**config.mk**
```make
export PLATFORM = sky130hd
export DESIGN_NAME = lsu_axi_master
export DESIGN_NICKNAME = d
export VERILOG_FILES = /design/src/rtl/lsu_pkg.sv /design/src/rtl/lsu_align.sv /design/src/rtl/lsu_axi_master.sv
export SDC_FILE = /design/constraint.sdc
export NUM_CORES = 1
export LEC_CHECK = 0
export ABC_AREA = 1
export ABC_CLOCK_PERIOD_IN_PS = 2660
export CORE_ASPECT_RATIO = 0.8
export CORE_MARGIN = 2
export CORE_UTILIZATION = 40
export DETAILED_ROUTE_END_ITERATION = 7
export MAX_ROUTING_LAYER = met4
export PLACE_DENSITY = 0.73
export SYNTH_ARGS = -nofsm -noshare
export SYNTH_HDL_FRONTEND = slang
export SYNTH_SLANG_ARGS = --single-unit
export TNS_END_PERCENT = 100
```
**constraint.sdc**
```tcl
create_clock -name clk -period 2.66 [get_ports clk]
set_clock_uncertainty 0.1 [all_clocks]
set_input_delay 0.798 -clock clk [delete_from_list [all_inputs] [get_ports clk]]
set_output_delay 0.798 -clock clk [all_outputs]
set_load 0.05 [all_outputs]
```
**src/rtl/lsu_pkg.sv**
```systemverilog
// Shared types and constants for the LSU AXI-lite initiator: FSM states,
// access-size encodings and the AXI response code that counts as success.
package lsu_pkg;

  localparam int AXI_ADDR_BUS = 32;
  localparam int AXI_DATA_BUS = 32;

  typedef enum logic [2:0] {
    S_IDLE,
    S_AR,
    S_R,
    S_WR,
    S_B
  } state_e;

  typedef enum logic [1:0] {
    SZ_B = 2'b00,
    SZ_H = 2'b01,
    SZ_W = 2'b10,
    SZ_X = 2'b11
  } size_e;

  localparam logic [1:0] RESP_OKAY = 2'b00;

endpackage

```
**src/rtl/lsu_align.sv**
```systemverilog
// Combinational lane logic: store replication and strobes, load lane select
// with sign/zero extension, and detection of misaligned or illegal accesses.
module lsu_align
  import lsu_pkg::*;
(
  input  logic [1:0]              offset,
  input  size_e                   size,
  input  logic                    is_unsigned,
  input  logic [AXI_DATA_BUS-1:0] store_data,
  input  logic [AXI_DATA_BUS-1:0] load_data,
  output logic [AXI_DATA_BUS-1:0] lane_wdata,
  output logic [3:0]              lane_wstrb,
  output logic [AXI_DATA_BUS-1:0] load_ext,
  output logic                    bad
);

  logic [AXI_DATA_BUS-1:0] shifted;

  // NOTE: every output gets a default before the case so no path leaves one
  // unassigned, which would otherwise infer a latch.
  always_comb begin
    lane_wdata = '0;
    lane_wstrb = '0;
    load_ext   = '0;
    bad        = 1'b0;
    shifted    = load_data >> {offset, 3'b000};
    unique case (size)
      SZ_B: begin
        lane_wdata = {4{store_data[7:0]}};
        lane_wstrb = 4'b0001 << offset;
        load_ext   = {{24{~is_unsigned & shifted[7]}}, shifted[7:0]};
      end
      SZ_H: begin
        lane_wdata = {2{store_data[15:0]}};
        lane_wstrb = 4'b0011 << offset;
        load_ext   = {{16{~is_unsigned & shifted[15]}}, shifted[15:0]};
        bad        = offset[0];
      end
      SZ_W: begin
        lane_wdata = store_data;
        lane_wstrb = 4'b1111;
        load_ext   = load_data;
        bad        = |offset;
      end
      default: bad = 1'b1;
    endcase
  end

endmodule

```
**src/rtl/lsu_axi_master.sv**
```systemverilog
// AXI-lite initiator turning single LSU load/store requests into one AR/R or
// AW/W/B transaction and returning exactly one registered response pulse.
module lsu_axi_master
  import lsu_pkg::*;
#(
  parameter int ADDR_W = 32,
  parameter int DATA_W = 32
) (
  input  logic              clk,
  input  logic              rst,
  input  logic              req_valid,
  output logic              req_ready,
  input  logic              req_we,
  input  logic [ADDR_W-1:0] req_addr,
  input  logic [DATA_W-1:0] req_wdata,
  input  logic [1:0]        req_size,
  input  logic              req_unsigned,
  output logic              rsp_valid,
  output logic [DATA_W-1:0] rsp_rdata,
  output logic              rsp_err,
  output logic [ADDR_W-1:0] araddr,
  output logic              arvalid,
  input  logic              arready,
  input  logic [DATA_W-1:0] rdata,
  input  logic [1:0]        rresp,
  input  logic              rvalid,
  output logic              rready,
  output logic [ADDR_W-1:0] awaddr,
  output logic              awvalid,
  input  logic              awready,
  output logic [DATA_W-1:0] wdata,
  output logic [3:0]        wstrb,
  output logic              wvalid,
  input  logic              wready,
  input  logic [1:0]        bresp,
  input  logic              bvalid,
  output logic              bready
);

  state_e            state, state_n;
  logic [1:0]        off_q, off_n;
  size_e             size_q, size_n;
  logic              uns_q, uns_n;
  logic              aw_done, aw_done_n, w_done, w_done_n;
  logic              req_ready_n, rsp_valid_n, rsp_err_n;
  logic [DATA_W-1:0] rsp_rdata_n, wdata_n;
  logic [ADDR_W-1:0] araddr_n, awaddr_n;
  logic [3:0]        wstrb_n;
  logic              arvalid_n, rready_n, awvalid_n, wvalid_n, bready_n;

  // In IDLE the aligner looks at the incoming request; afterwards at the latched one.
  logic              idle;
  logic [DATA_W-1:0] lane_wdata, load_ext;
  logic [3:0]        lane_wstrb;
  logic              bad;

  assign idle = (state == S_IDLE);

  lsu_align u_align (
    .offset      (idle ? req_addr[1:0] : off_q),
    .size        (idle ? size_e'(req_size) : size_q),
    .is_unsigned (idle ? req_unsigned : uns_q),
    .store_data  (req_wdata),
    .load_data   (rdata),
    .lane_wdata  (lane_wdata),
    .lane_wstrb  (lane_wstrb),
    .load_ext    (load_ext),
    .bad         (bad)
  );

  always_comb begin
    state_n     = state;
    off_n       = off_q;
    size_n      = size_q;
    uns_n       = uns_q;
    aw_done_n   = aw_done;
    w_done_n    = w_done;
    araddr_n    = araddr;
    arvalid_n   = arvalid;
    awaddr_n    = awaddr;
    awvalid_n   = awvalid;
    wdata_n     = wdata;
    wstrb_n     = wstrb;
    wvalid_n    = wvalid;
    rready_n    = 1'b0;
    bready_n    = 1'b0;
    rsp_valid_n = 1'b0;
    rsp_err_n   = 1'b0;
    rsp_rdata_n = '0;
    unique case (state)
      S_IDLE: if (req_valid) begin
        off_n  = req_addr[1:0];
        size_n = size_e'(req_size);
        uns_n  = req_unsigned;
        if (bad) begin
          rsp_valid_n = 1'b1;
          rsp_err_n   = 1'b1;
        end else if (req_we) begin
          state_n   = S_WR;
          awaddr_n  = {req_addr[ADDR_W-1:2], 2'b00};
          awvalid_n = 1'b1;
          wdata_n   = lane_wdata;
          wstrb_n   = lane_wstrb;
          wvalid_n  = 1'b1;
        end else begin
          state_n   = S_AR;
          araddr_n  = {req_addr[ADDR_W-1:2], 2'b00};
          arvalid_n = 1'b1;
        end
      end
      S_AR: if (arready) begin
        state_n   = S_R;
        arvalid_n = 1'b0;
        rready_n  = 1'b1;
      end
      S_R: begin
        rready_n = 1'b1;
        if (rvalid) begin
          state_n     = S_IDLE;
          rready_n    = 1'b0;
          rsp_valid_n = 1'b1;
          rsp_err_n   = (rresp != RESP_OKAY);
          rsp_rdata_n = (rresp != RESP_OKAY) ? '0 : load_ext;
        end
      end
      S_WR: begin
        // AW and W complete independently; B is entered once both have.
        if (awvalid && awready) begin
          aw_done_n = 1'b1;
          awvalid_n = 1'b0;
        end
        if (wvalid && wready) begin
          w_done_n = 1'b1;
          wvalid_n = 1'b0;
        end
        if (aw_done_n && w_done_n) begin
          state_n   = S_B;
          aw_done_n = 1'b0;
          w_done_n  = 1'b0;
          bready_n  = 1'b1;
        end
      end
      S_B: begin
        bready_n = 1'b1;
        if (bvalid) begin
          state_n     = S_IDLE;
          bready_n    = 1'b0;
          rsp_valid_n = 1'b1;
          rsp_err_n   = (bresp != RESP_OKAY);
        end
      end
      default: state_n = S_IDLE;
    endcase
    req_ready_n = (state_n == S_IDLE);
  end

  // NOTE: state is updated only with non-blocking assignments so every flop
  // samples pre-edge values regardless of statement order.
  always_ff @(posedge clk) begin
    if (rst) begin
      state     <= S_IDLE;
      off_q     <= '0;
      size_q    <= SZ_B;
      uns_q     <= 1'b0;
      aw_done   <= 1'b0;
      w_done    <= 1'b0;
      req_ready <= 1'b1;
      rsp_valid <= 1'b0;
      rsp_err   <= 1'b0;
      rsp_rdata <= '0;
      araddr    <= '0;
      arvalid   <= 1'b0;
      rready    <= 1'b0;
      awaddr    <= '0;
      awvalid   <= 1'b0;
      wdata     <= '0;
      wstrb     <= '0;
      wvalid    <= 1'b0;
      bready    <= 1'b0;
    end else begin
      state     <= state_n;
      off_q     <= off_n;
      size_q    <= size_n;
      uns_q     <= uns_n;
      aw_done   <= aw_done_n;
      w_done    <= w_done_n;
      req_ready <= req_ready_n;
      rsp_valid <= rsp_valid_n;
      rsp_err   <= rsp_err_n;
      rsp_rdata <= rsp_rdata_n;
      araddr    <= araddr_n;
      arvalid   <= arvalid_n;
      rready    <= rready_n;
      awaddr    <= awaddr_n;
      awvalid   <= awvalid_n;
      wdata     <= wdata_n;
      wstrb     <= wstrb_n;
      wvalid    <= wvalid_n;
      bready    <= bready_n;
    end
  end

endmodule

```
==> Word level (Yosys, flattened, before mapping) <==
Index checks and enable logic that the tools add are counted.
{ "totals": {"ff_bits": 146, "latch_bits": 0, "ramBits": 0, "romBits": 0, "in_bits": 112, "output_inout_bits": 140, "elab_cells": 107, "mem_count": 0} }
{ "op_classes": {"n_addsub": 0, "mul": 0, "div": 0, "n_lt_le_gt_ge": 0, "eq_ne": 13, "shifts": 3, "mux": 47, "bitwise": 7, "n_reduce_logical": 18} }
{ "ops": {"columns": ["cell", "n"], "rows": [
  ["32-bit case mux with 3 select lines", 2],
  ["32-bit by 5-bit right shift with 16-bit output", 1],
  ["1-bit 2-to-1 mux", 26],
  ["3-bit 2-to-1 mux", 6],
  ["3-bit case mux with 5 select lines", 1],
  ["5-bit AND reduction", 3],
  ["2-bit inequality test, second input constant", 7],
  ["4-bit case mux with 3 select lines", 1],
  ["1-bit case mux with 2 select lines", 5],
  ["1-bit case mux with 3 select lines", 3],
  ["4-bit AND reduction", 2],
  ["2-bit nonzero test", 4],
  ["3-bit by 2-bit equality test with 1-bit output, second input constant", 2],
  ["3-bit zero test", 2],
  ["2-bit 2-to-1 mux", 3],
  ["1-bit NOT", 5],
  ["4-bit OR reduction", 1],
  ["1-bit by 2-bit left shift with 4-bit output, first input constant", 1],
  ["2-bit by 2-bit left shift with 4-bit output, first input constant", 1],
  ["3-bit by 1-bit equality test with 1-bit output, second input constant", 1],
  ["3-bit equality test, second input constant", 1],
  ["1-bit logical AND", 3],
  ["1-bit bitwise AND", 2],
  ["2-bit by 1-bit equality test with 1-bit output, second input constant", 1],
  ["other kinds (4)", 4]
]} }

==> Logic depth before layout (Yosys ltp) <==
Gate-level depths: netlist (run 1).
{ "logic_depth": {"word_depth": 8, "mapped_depth": 14, "depth_no_buf": 12} }

==> Modules after synthesis <==
A second synthesis (run 1) with hierarchy kept.
{ "unflattened": {"hier_cells": 920, "area_unflattened_um2": 6362.4} }
{ "modules_own_cells": {"columns": ["mod", "instances", "cells_per_inst", "area_each_um2", "seq_area_each_um2"], "rows": [
  ["lsu_axi_master", 1, 647, 5104.9, 2922.8],
  ["lsu_align", 1, 273, 1257.5, 0.0]
]} }

==> Worst setup path before layout (run 1) <==
No wires, ideal clock.
{ "synth_path": {"path_type": "input -> register", "startpoint": "in req_size[0]", "endpoint": "reg wdata[6]", "setup_time_ns": 0.114, "arrival_ns": 1.926, "t_required_ns": 2.446, "setup_slack_ns": 0.520, "cell_stages": 11, "n_path_buf": 2, "path_cell_list": "nand3b_1 -> nand2_2 -> buf_6 -> nand2_2 -> nand2_2 -> nand2_1 -> nor2_2 -> buf_4 -> nand3_1 -> nand2_1 -> nor2_1"} }
{ "synth_via": {"elab_chain_len": 5, "word_cells_on_any_way": 8, "cone_classes": "eq/ne: 2; mux: 3; bitwise: 1; reduce/logical: 2"} }
{ "synth_rtl": {"columns": ["item", "line_no", "rtl"], "rows": [
  ["start, declared", "lsu_axi_master.sv:16", "input logic [1:0] req_size,"],
  ["2-bit 2-to-1 mux (*)", "lsu_axi_master.sv:61", ".size (idle ? size_e'(req_size) : size_q),"],
  ["2-bit equality test, or another cell as far along", "lsu_align.sv:27", "unique case (size)"],
  ["1-bit case mux with 3 select lines", "lsu_align.sv:27", null],
  ["1-bit NOT (no line)", null, null],
  ["4-bit AND reduction (no line)", null, null],
  ["end signal, assigned", "lsu_axi_master.sv:196", "wdata <= wdata_n;"],
  ["end, declared", "lsu_axi_master.sv:31", "output logic [DATA_W-1:0] wdata,"]
]} }
Every way passes the cells marked *; elsewhere a longest branch is shown, timed or not.
A chain may end at the register's enable or synchronous reset.

==> Final worst setup path (run 1) <==
{ "layout_path": {"startpoint": "reg wstrb[3]", "endpoint": "out wstrb[3]"} }
{ "layout_rtl": {"columns": ["item", "line_no", "rtl"], "rows": [
  ["start, declared", "lsu_axi_master.sv:32", "output logic [3:0] wstrb,"],
  ["start signal, assigned", "lsu_axi_master.sv:197", "wstrb <= wstrb_n;"]
]} }
No word-level cell between the ends.

==> results_dict.tcl, run 1 <==
set metrics [dict create \
    layout-drive-gt1-share 0.0669 \
    post_cts_resized 0 \
    tightest_slew_ns 0.579 \
    regArea_um2 2920 \
    slew_headroom 0.613 \
    path_clk_slew_ns 0.06 \
    initial_core_util 0.412 \
    maxCapViolCount 0 \
    comb_power_share 0.416 \
    synth_edf_count 0 \
    postSynthAreaPerCell_um2 6.30 \
    total_power_mw 8.56 \
    synth_warnings 0 \
    rows 42 \
    post-cts-setup-buffer-count 0 \
    synth_area_um2 6880 \
    p_sw_mw 3.53 \
    cts_sinks 146 \
    setup_violations 0 \
    leakagePower_nw 5.03 \
    min_path_type "flop to flop" \
    drv_slew 0 \
    cp-start-kind "flop" \
    numCtsBuffers 17 \
    hold-path-cell-count 2 \
    hold_buffers 0 \
    nFillCells 1572 \
    ir_drop_mv 0.428 \
    drc_errors 0 \
    critPathTopFamily "buffers and inverters" \
    die-area_um2 18300 \
    gp_congestion 0.948 \
    core-area_um2 16700 \
    clockRootBuffer "clkbuf_16" \
    crit_buf_inv 1 \
    required_ns 1.76 \
    grt_max_degree 67 \
    place_inst 1534 \
    regToRegSetupSlack_ns 0.51 \
    hold_violations 0 \
    first_iter_violations 445 \
    dpl_worst_slack_ns 0.0286 \
    ys_seq_area_frac 0.425 \
    antenna_left 0 \
    rsz0062_at_grt "no" \
    endpoint_kind "output port" \
    pwr-share-clk 0.281 \
    synth.distinct_cells 29 \
    path_cells "clkdlybuf4s50_1" \
    critical_path_class "flop to output port" \
    first_pass_iters 8 \
    clk_latency_ns 0.42 \
    pwr-share-seq 0.303 \
    die_h_um 121 \
    stdcell_count 1567 \
    synth_cells 1093 \
    final_common_cell "nand2_1" \
    critPathSlowestCell "clkdlybuf4s50_1" \
    rr_worst_depth 11 \
    ys_ff_latch 146 \
    min_from "arvalid$_SDFFE_PP0P_" \
    tritoncts "done" \
    finalCritPeriodShare 0.946 \
    num_vias 7228 \
    grt_pass1_vias 6482 \
    power.internal_mw 5.03 \
    critical_path.max_stage_delay_ns 0.85 \
    multi_input_area_um2 3110 \
    synth-main-ff-cell "dfxtp_1" \
    grt_first_pass_wirelength_mm 33.2 \
    wl_mm 21.3 \
    grt_usage 0.239 \
    cp.arrival_ns 1.62 \
    via_per_inst 4.61 \
    layout_common_cells "333 x nand2_1, 247 x clkdlybuf4s50_1, 228 x nor2_1" \
    setup_tns_ns 0 \
    final_util 0.614 \
    cts_buffer_depth 2 \
    htree_levels 4 \
    power.density_nw_per_um2 834 \
    run_status "finished clean" \
    max_clock_freq_mhz 397 \
    r2r_end "rsp_rdata[13]$_SDFF_PP0_" \
    synthArstFlopShare 0 \
    fin_crit_ns 2.52 \
    worstHoldEndpoint "arvalid$_SDFFE_PP0P_" \
    antenna_found_initial 1 \
    syn_to_final_growth_pct 49.1 \
    worst-path-stages 1 \
    dieWidth_um 151 \
    io_pins 252 \
    dp_hpwl_mm 15.9 \
    overflow 0 \
    reg2reg_from "state[1]$_SDFF_PP0_" \
    fin_nets 1445 \
    drt-wirelength-per-cell_um 13.6 \
    fin_ws_ns 0.144 \
    worst-path-max-fanout 2 \
    port-buffer-count 247 \
    switching_share 0.412 \
]
how the worst max path moves through the flow:
stage,start,endpoint,slack [ns]
after global placement,req_addr[0],rsp_rdata[10]$_SDFF_PP0_,0.03
final,wstrb[3]$_SDFFE_PP0P_,wstrb[3],0.14
after global routing,awvalid$_SDFFE_PP0P_,awvalid,0.07
after detailed placement,req_addr[0],araddr[7]$_SDFFE_PP0P_,0.03
after floorplan,req_size[0],wdata[6]$_SDFFE_PP0P_,0.52
after CTS,wstrb[3]$_SDFFE_PP0P_,wstrb[3],0.12
cell type report:
class,instances,area share
multi-input cells,745,0.303
clock buffers,17,0.0415
well taps,220,0.0268
diodes,1,0.000244
inverters,146,0.0535
flip-flops and latches,146,0.285
clock inverters,15,0.0166
repair buffers,277,0.274
power by group through the flow:
stage / combinational (mW) / clock, mW / sequential (mW)
after floorplan: 1.52 / 0 / 3.48
after global placement: 3.53 / 0 / 2.63
after detailed placement: 3.54 / 0 / 2.64
after CTS: 3.56 / 2.46 / 2.59
after global routing: 3.90 / 2.54 / 2.62
final: 3.56 / 2.40 / 2.59
kinds of logic (layout without fill, tap and decap cells):
group	Yosys count	after routing	share of synthesized area
compound gates	53	53	0.0422
buf+inv	205	455	0.126
flops	146	146	0.425
other cells	1	5	0.000545
simple gates	688	688	0.407
through the flow:
| step | instance area [um2] | hold WS (ns) |
|---|---|---|
| final | 10300 | 0.361 |
| after global routing | 10300 | 0.379 |
| after CTS | 10300 | 0.361 |
| after detailed placement | 9660 | 0.352 |
| after global placement | 9660 | 0.340 |
| after floorplan | 6890 | 0.330 |
cell usage after synthesis (2+ instances only):
library cell	n	area share
nand2_2	9	0.0082
nand2_1	333	0.18
o21ai_1	2	0.0015
or2_2	12	0.011
buf_6	3	0.0049
inv_1	143	0.078
dfxtp_1	146	0.42
a21oi_1	13	0.0095
inv_2	3	0.0016
buf_4	12	0.013
nand3b_1	2	0.0022
o21ai_0	24	0.017
clkbuf_1	19	0.010
nand4_1	3	0.0027
buf_1	2	0.0011
buf_2	22	0.016
a31oi_1	9	0.0082
nand3_1	97	0.071
a211oi_1	2	0.0022
nor2_1	228	0.12
routing by layer:
metal  share of wire  wire (um)  GRT usage
met1            0.47      10100      0.327
met2            0.44       9310      0.353
met3           0.077       1650     0.0647
met4           0.014        299     0.0578
met5               0          0          -
state kept, by name, indices dropped and copies added (netlist names):
signal,cells
araddr,30
arvalid,1
aw_done,1
awaddr,30
awvalid,1
bready,1
off_q,2
req_ready,1
rready,1
rsp_err,1
rsp_rdata,32
rsp_valid,1
size_q,2
state,3
uns_q,1
w_done,1
wdata,32
wstrb,4
wvalid,1
No activity file was read; power rests on OpenSTA's default activity.
==> run 2, diff against run 1 <==
GPL_ROUTABILITY_DRIVEN = 0   (was not set)
PLACE_DENSITY = not set   (was 0.73)
PLACE_DENSITY_LB_ADDON = 0.05   (was not set)
==> run 2 against run 1 <==
- routed wire length fell by 4.7%
- worst hold slack got worse by 0.010 ns
- critical endpoint is now awvalid
- sequential cell count did not move
- largest power group unchanged
- via count fell by 2.0%
==> results_dict.tcl, run 2 (synthesized netlist as in run 1, its figures left out) <==
set metrics [dict create \
    power.internal_mw 5.04 \
    finalCritPeriodShare 0.956 \
    power.density_nw_per_um2 824 \
    initial_core_util 0.412 \
    num_vias 7086 \
    cp-start-kind "flop" \
    layout_common_cells "333 x nand2_1, 247 x clkdlybuf4s50_1, 228 x nor2_1" \
    nFillCells 1609 \
    cts_buffer_depth 2 \
    switching_share 0.404 \
    overflow 0 \
    maxCapViolCount 0 \
    clk_latency_ns 0.42 \
    postLayoutCellArea_um2 10300 \
    die-area_um2 18300 \
    endpoint_kind "output port" \
    fin_crit_ns 2.54 \
    ir_drop_mv 0.474 \
    tightest_slew_ns 0.583 \
    critPathSlowestCell "clkdlybuf4s50_1" \
    port-buffer-count 247 \
    cp.arrival_ns 1.64 \
    grt_first_pass_wirelength_mm 32.0 \
    setup_violations 0 \
    leakagePower_nw 5.03 \
    htree_levels 4 \
    first_iter_violations 374 \
    tritoncts "done" \
    fin_nets 1449 \
    crit_start "awvalid$_SDFFE_PP0P_" \
    min_path_type "flop to flop" \
    dp_hpwl_mm 14.6 \
    syn_to_final_growth_pct 49.1 \
    max_clock_freq_mhz 393 \
    drt-wirelength-per-cell_um 12.9 \
    post_dp_cell_area_um2 9710 \
    critPathTopFamily "buffers and inverters" \
    comb_power_share 0.424 \
    cts_sinks 146 \
    crit_end "awvalid" \
    layout-drive-gt1-share 0.0689 \
    grt_pass1_vias 6483 \
    grt_usage 0.228 \
    dieWidth_um 151 \
    path_cells "clkdlybuf4s50_1" \
    wl_mm 20.3 \
    place_inst 1538 \
    run_status "finished clean" \
    path_clk_slew_ns 0.06 \
    crit_buf_inv 1 \
    pwr-share-seq 0.306 \
    reg2reg_from "state[1]$_SDFF_PP0_" \
    r2r_end "rsp_rdata[11]$_SDFF_PP0_" \
    rsz0062_at_grt "no" \
    critical_path_class "flop to output port" \
    required_ns 1.76 \
    first_pass_iters 5 \
    reg.largest.list "rsp_rdata x32, wdata x32" \
    die_h_um 121 \
    n_antenna_cell 0 \
    rows 42 \
    io_pins 252 \
    core-area_um2 16700 \
    critical_path.max_stage_delay_ns 0.85 \
    stdcell_count 1569 \
    hold-path-cell-count 2 \
    antenna_left 0 \
    grtUsageMet3 0.0492 \
    hold_buffers 0 \
    clockRootBuffer "clkbuf_16" \
    final_common_cell "nand2_1" \
    drc_errors 0 \
    worst-path-max-fanout 4 \
    grt_busiest_layer "met2" \
    post_cts_resized 0 \
    post-cts-setup-buffer-count 0 \
    p_sw_mw 3.41 \
    regToRegSetupSlack_ns 0.47 \
    drv_slew 0 \
    met2_usage 0.343 \
    grt_util_met1 0.312 \
    pwr-share-clk 0.270 \
    worst-path-stages 1 \
    numCtsBuffers 17 \
    antenna_found_initial 0 \
    rr_worst_depth 12 \
    grt_max_degree 78 \
    slew_headroom 0.610 \
    via_per_inst 4.52 \
    hold_violations 0 \
]
run 2: changes by cell type in the layout (fill, tap and decap cells not counted), moves of 2 or more:
cell / previous run / this run
buf_4: 21 / 24
inv_6: 4 / 2
clkinvlp_4: 2 / 5
clkinv_8: 2 / 0
clkinv_4: 4 / 1
clkinv_2: 1 / 4
inv_8: 2 / 0
run 2: cell type report:
| type | count | area (um2) | area share |
|---|---|---|---|
| multi-input combinational | 745 | 3110 | 0.303 |
| sequential | 146 | 2920 | 0.285 |
| timing repair buffer | 281 | 2850 | 0.278 |
| inverter | 146 | 549 | 0.0535 |
| clock buffer | 19 | 443 | 0.0432 |
| tap | 220 | 275 | 0.0268 |
| clock inverter | 12 | 109 | 0.0106 |
run 2: worst reg2reg max path, stage by stage (launching register included):
cell and delay (ns):
dfxtp_1 0.35, nor2_4 0.25, nand2_2 0.20, nand2_1 0.12, nand2_1 0.12, buf_4 0.16, nor2_1 0.45, nand2_1 0.10
nand2_1 0.09, nand2_1 0.05, nand3_1 0.06, nand2_1 0.05, inv_1 0.05
run 2: per-layer routing:
| metal | vias up | part of all wire |
|---|---|---|
| met5 | - | 0 |
| met4 | 0 | 0.010 |
| met3 | 16 | 0.066 |
| met2 | 214 | 0.44 |
| met1 | 3091 | 0.49 |
| li1 | 3765 | - |
run 2: how the worst min path moves through the flow:
stage                          startpoint               endpoint  slack, ns
floorplan           off_q[1]$_SDFFE_PP0P_  off_q[1]$_SDFFE_PP0P_       0.33
global placement     arvalid$_SDFFE_PP0P_   arvalid$_SDFFE_PP0P_       0.34
detailed placement   arvalid$_SDFFE_PP0P_   arvalid$_SDFFE_PP0P_       0.35
CTS                  arvalid$_SDFFE_PP0P_   arvalid$_SDFFE_PP0P_       0.36
global route        off_q[1]$_SDFFE_PP0P_  off_q[1]$_SDFFE_PP0P_       0.37
finish               arvalid$_SDFFE_PP0P_   arvalid$_SDFFE_PP0P_       0.35
run 2: per-stage QoR:
stage | total power, mW | hold slack (ns) | worst slack [ns] | TNS [ns] | util
after floorplan | 5.00 | 0.330 | 0.520 | 0 | -
after global placement | 6.19 | 0.342 | 0.0134 | 0 | 0.581
after detailed placement | 6.22 | 0.348 | -0.00410 | -0.00413 | 0.581
after CTS | 8.53 | 0.357 | 0.0998 | 0 | 0.614
after global routing | 8.99 | 0.371 | 0.0640 | 0 | 0.614
final | 8.45 | 0.350 | 0.117 | 0 | 0.614
run 2: power by group through the flow:
stage,clock network (mW),logic (mW),registers (mW)
after floorplan,0,1.52,3.48
after global placement,0,3.56,2.63
after detailed placement,0,3.58,2.64
after CTS,2.34,3.60,2.59
after global routing,2.43,3.94,2.62
final,2.28,3.58,2.59
==> run 3, diff against run 2 <==
ABC_CLOCK_PERIOD_IN_PS = 2600   (was 2660)
CORE_UTILIZATION = 45   (was 40)
clock period = 2.6 ns   (was 2.66 ns; I/O delays follow)
==> run 3 against run 2 <==
- cell count is 1.7% lower
- count of clock-buffer cells in the layout is 1 lower
- combinational power is 4% higher
- register-to-register slack worse by 0.03 ns
- global-route usage is 3.0 points higher
- critical path type unchanged
- critical path depth stayed put
- first-iteration DRC count is 32% higher
- routed wire length is 1.9% higher
- worst hold slack better by 0.0063 ns
- final area is 0.95% higher
==> results_dict.tcl, run 3 (synthesized netlist as in run 1, its figures left out) <==
set metrics [dict create \
    run_status "finished clean" \
    maxCapViolCount 0 \
    critical_path_class "flop to output port" \
    num_vias 7213 \
    critPathSlowestCell "clkdlybuf4s50_1" \
    p_sw_mw 3.55 \
    required_ns 1.72 \
    worst-path-max-fanout 4 \
    leakagePower_nw 5.11 \
    port-buffer-count 247 \
    first_iter_violations 495 \
    setup_violations 0 \
    pwr-share-seq 0.293 \
    critPathTopFamily "buffers and inverters" \
    via_per_inst 4.68 \
    core-area_um2 15000 \
    ir_drop_mv 0.532 \
    rsz0062_at_grt "no" \
    dieWidth_um 142 \
    fin_crit_ns 2.52 \
    switching_share 0.393 \
    place_inst 1510 \
    final_common_cell "nand2_1" \
    htree_levels 4 \
    finalHoldWorstSlack_ns 0.357 \
    post-cts-setup-buffer-count 0 \
    first_pass_iters 5 \
    grt_first_pass_wirelength_mm 32.4 \
    power.density_nw_per_um2 873 \
    post_cts_resized 0 \
    reg.largest.list "rsp_rdata x32, wdata x32" \
    path_cells "clkdlybuf4s50_1" \
    drt-wirelength-per-cell_um 13.4 \
    min_path_type "flop to flop" \
    cp.arrival_ns 1.64 \
    hold_violations 0 \
    pwr-share-clk 0.295 \
    final_util 0.692 \
    syn_to_final_growth_pct 50.5 \
    endpoint_kind "output port" \
    antenna_left 0 \
    clk_latency_ns 0.42 \
    io_pins 252 \
    stdcell_count 1542 \
    cp-start-kind "flop" \
    power.internal_mw 5.49 \
    grt_usage 0.258 \
    layout_common_cells "333 x nand2_1, 247 x clkdlybuf4s50_1, 228 x nor2_1" \
    n_antenna_cell 0 \
    finalCritPeriodShare 0.969 \
    grt_max_degree 61 \
    numCtsBuffers 17 \
    tritoncts "done" \
    comb_power_share 0.412 \
    rows 40 \
    hold_buffers 0 \
    drv_slew 0 \
    path_clk_slew_ns 0.06 \
    cts_sinks 146 \
    antenna_found_initial 0 \
    max_clock_freq_mhz 397 \
    critical_path.max_stage_delay_ns 0.83 \
    layout-drive-gt1-share 0.0724 \
    cts_buffer_depth 2 \
    dp_hpwl_mm 14.6 \
    fin_nets 1452 \
    die-area_um2 16300 \
    overflow 0 \
    die_h_um 115 \
    tightest_slew_ns 0.595 \
    initial_core_util 0.460 \
    wl_mm 20.7 \
    crit_buf_inv 1 \
    slew_headroom 0.602 \
    clockRootBuffer "clkbuf_16" \
    grt_pass1_vias 6422 \
    drc_errors 0 \
]
run 3: changes by cell type in the layout (fill, tap and decap cells not counted), sizes merged:
cell and delta:
buf +3, bufinv +3, clkinv +1, clkbuf -1
clkinvlp -4, inv +2
run 3: power by group through the flow:
stage / sequential, mW / clock (mW) / combinational [mW]
finish: 2.65 / 2.66 / 3.73
global placement: 2.69 / 0 / 3.66
floorplan: 3.56 / 0 / 1.56
global route: 2.68 / 2.82 / 4.04
detailed placement: 2.70 / 0 / 3.69
CTS: 2.65 / 2.71 / 3.72
run 3: layout make-up:
type	instances	area [um2]
flip-flops and latches	146	2920
clock inverters	14	201
repair buffers	284	2900
clock buffers	18	439
well taps	189	236
multi-input cells	745	3110
fillers	1334	4610
inverters	146	549
run 3: per-layer routing:
metal / wire [um] / vias up / part of all wire / track usage
li1: - / 3778 / - / -
met1: 9730 / 3137 / 0.47 / 0.351
met2: 9180 / 282 / 0.44 / 0.389
met3: 1630 / 16 / 0.078 / 0.0606
met4: 174 / 0 / 0.0084 / 0.0633
met5: 0 / - / 0 / -
run 3: worst paths after layout:
check	startpoint	end	slack, ns	cells past startpoint
worst max-delay path	awvalid$_SDFFE_PP0P_	awvalid	0.08	1
worst min-delay path	arvalid$_SDFFE_PP0P_	arvalid$_SDFFE_PP0P_	0.36	2
worst max register to register	state[0]$_SDFF_PP0_	rsp_rdata[12]$_SDFF_PP0_	0.44	11
worst min register to register	arvalid$_SDFFE_PP0P_	arvalid$_SDFFE_PP0P_	0.36	2
run 3: stage by stage:
step | power, mW | instance area (um2) | setup WS [ns] | setup TNS (ns)
3_5_place_dp | 6.39 | 9720 | -0.00242 | -0.00242
2_1_floorplan | 5.12 | 6890 | 0.478 | 0
3_3_place_gp | 6.36 | 9720 | 0.0140 | 0
5_1_grt | 9.54 | 10400 | 0.0515 | 0
6_report | 9.05 | 10400 | 0.0812 | 0
4_1_cts | 9.08 | 10400 | 0.0681 | 0
run 3: worst reg2reg max path: stages (launching register included):
cell and delay, ns:
dfxtp_1 0.38, nor2_4 0.23, nand2_2 0.19, nand2_1 0.13, nand2_1 0.14, nor2_1 0.50, nand2_1 0.13, nand2_1 0.11
nand2_1 0.06, nand3_1 0.06, nand2_1 0.05, inv_1 0.05
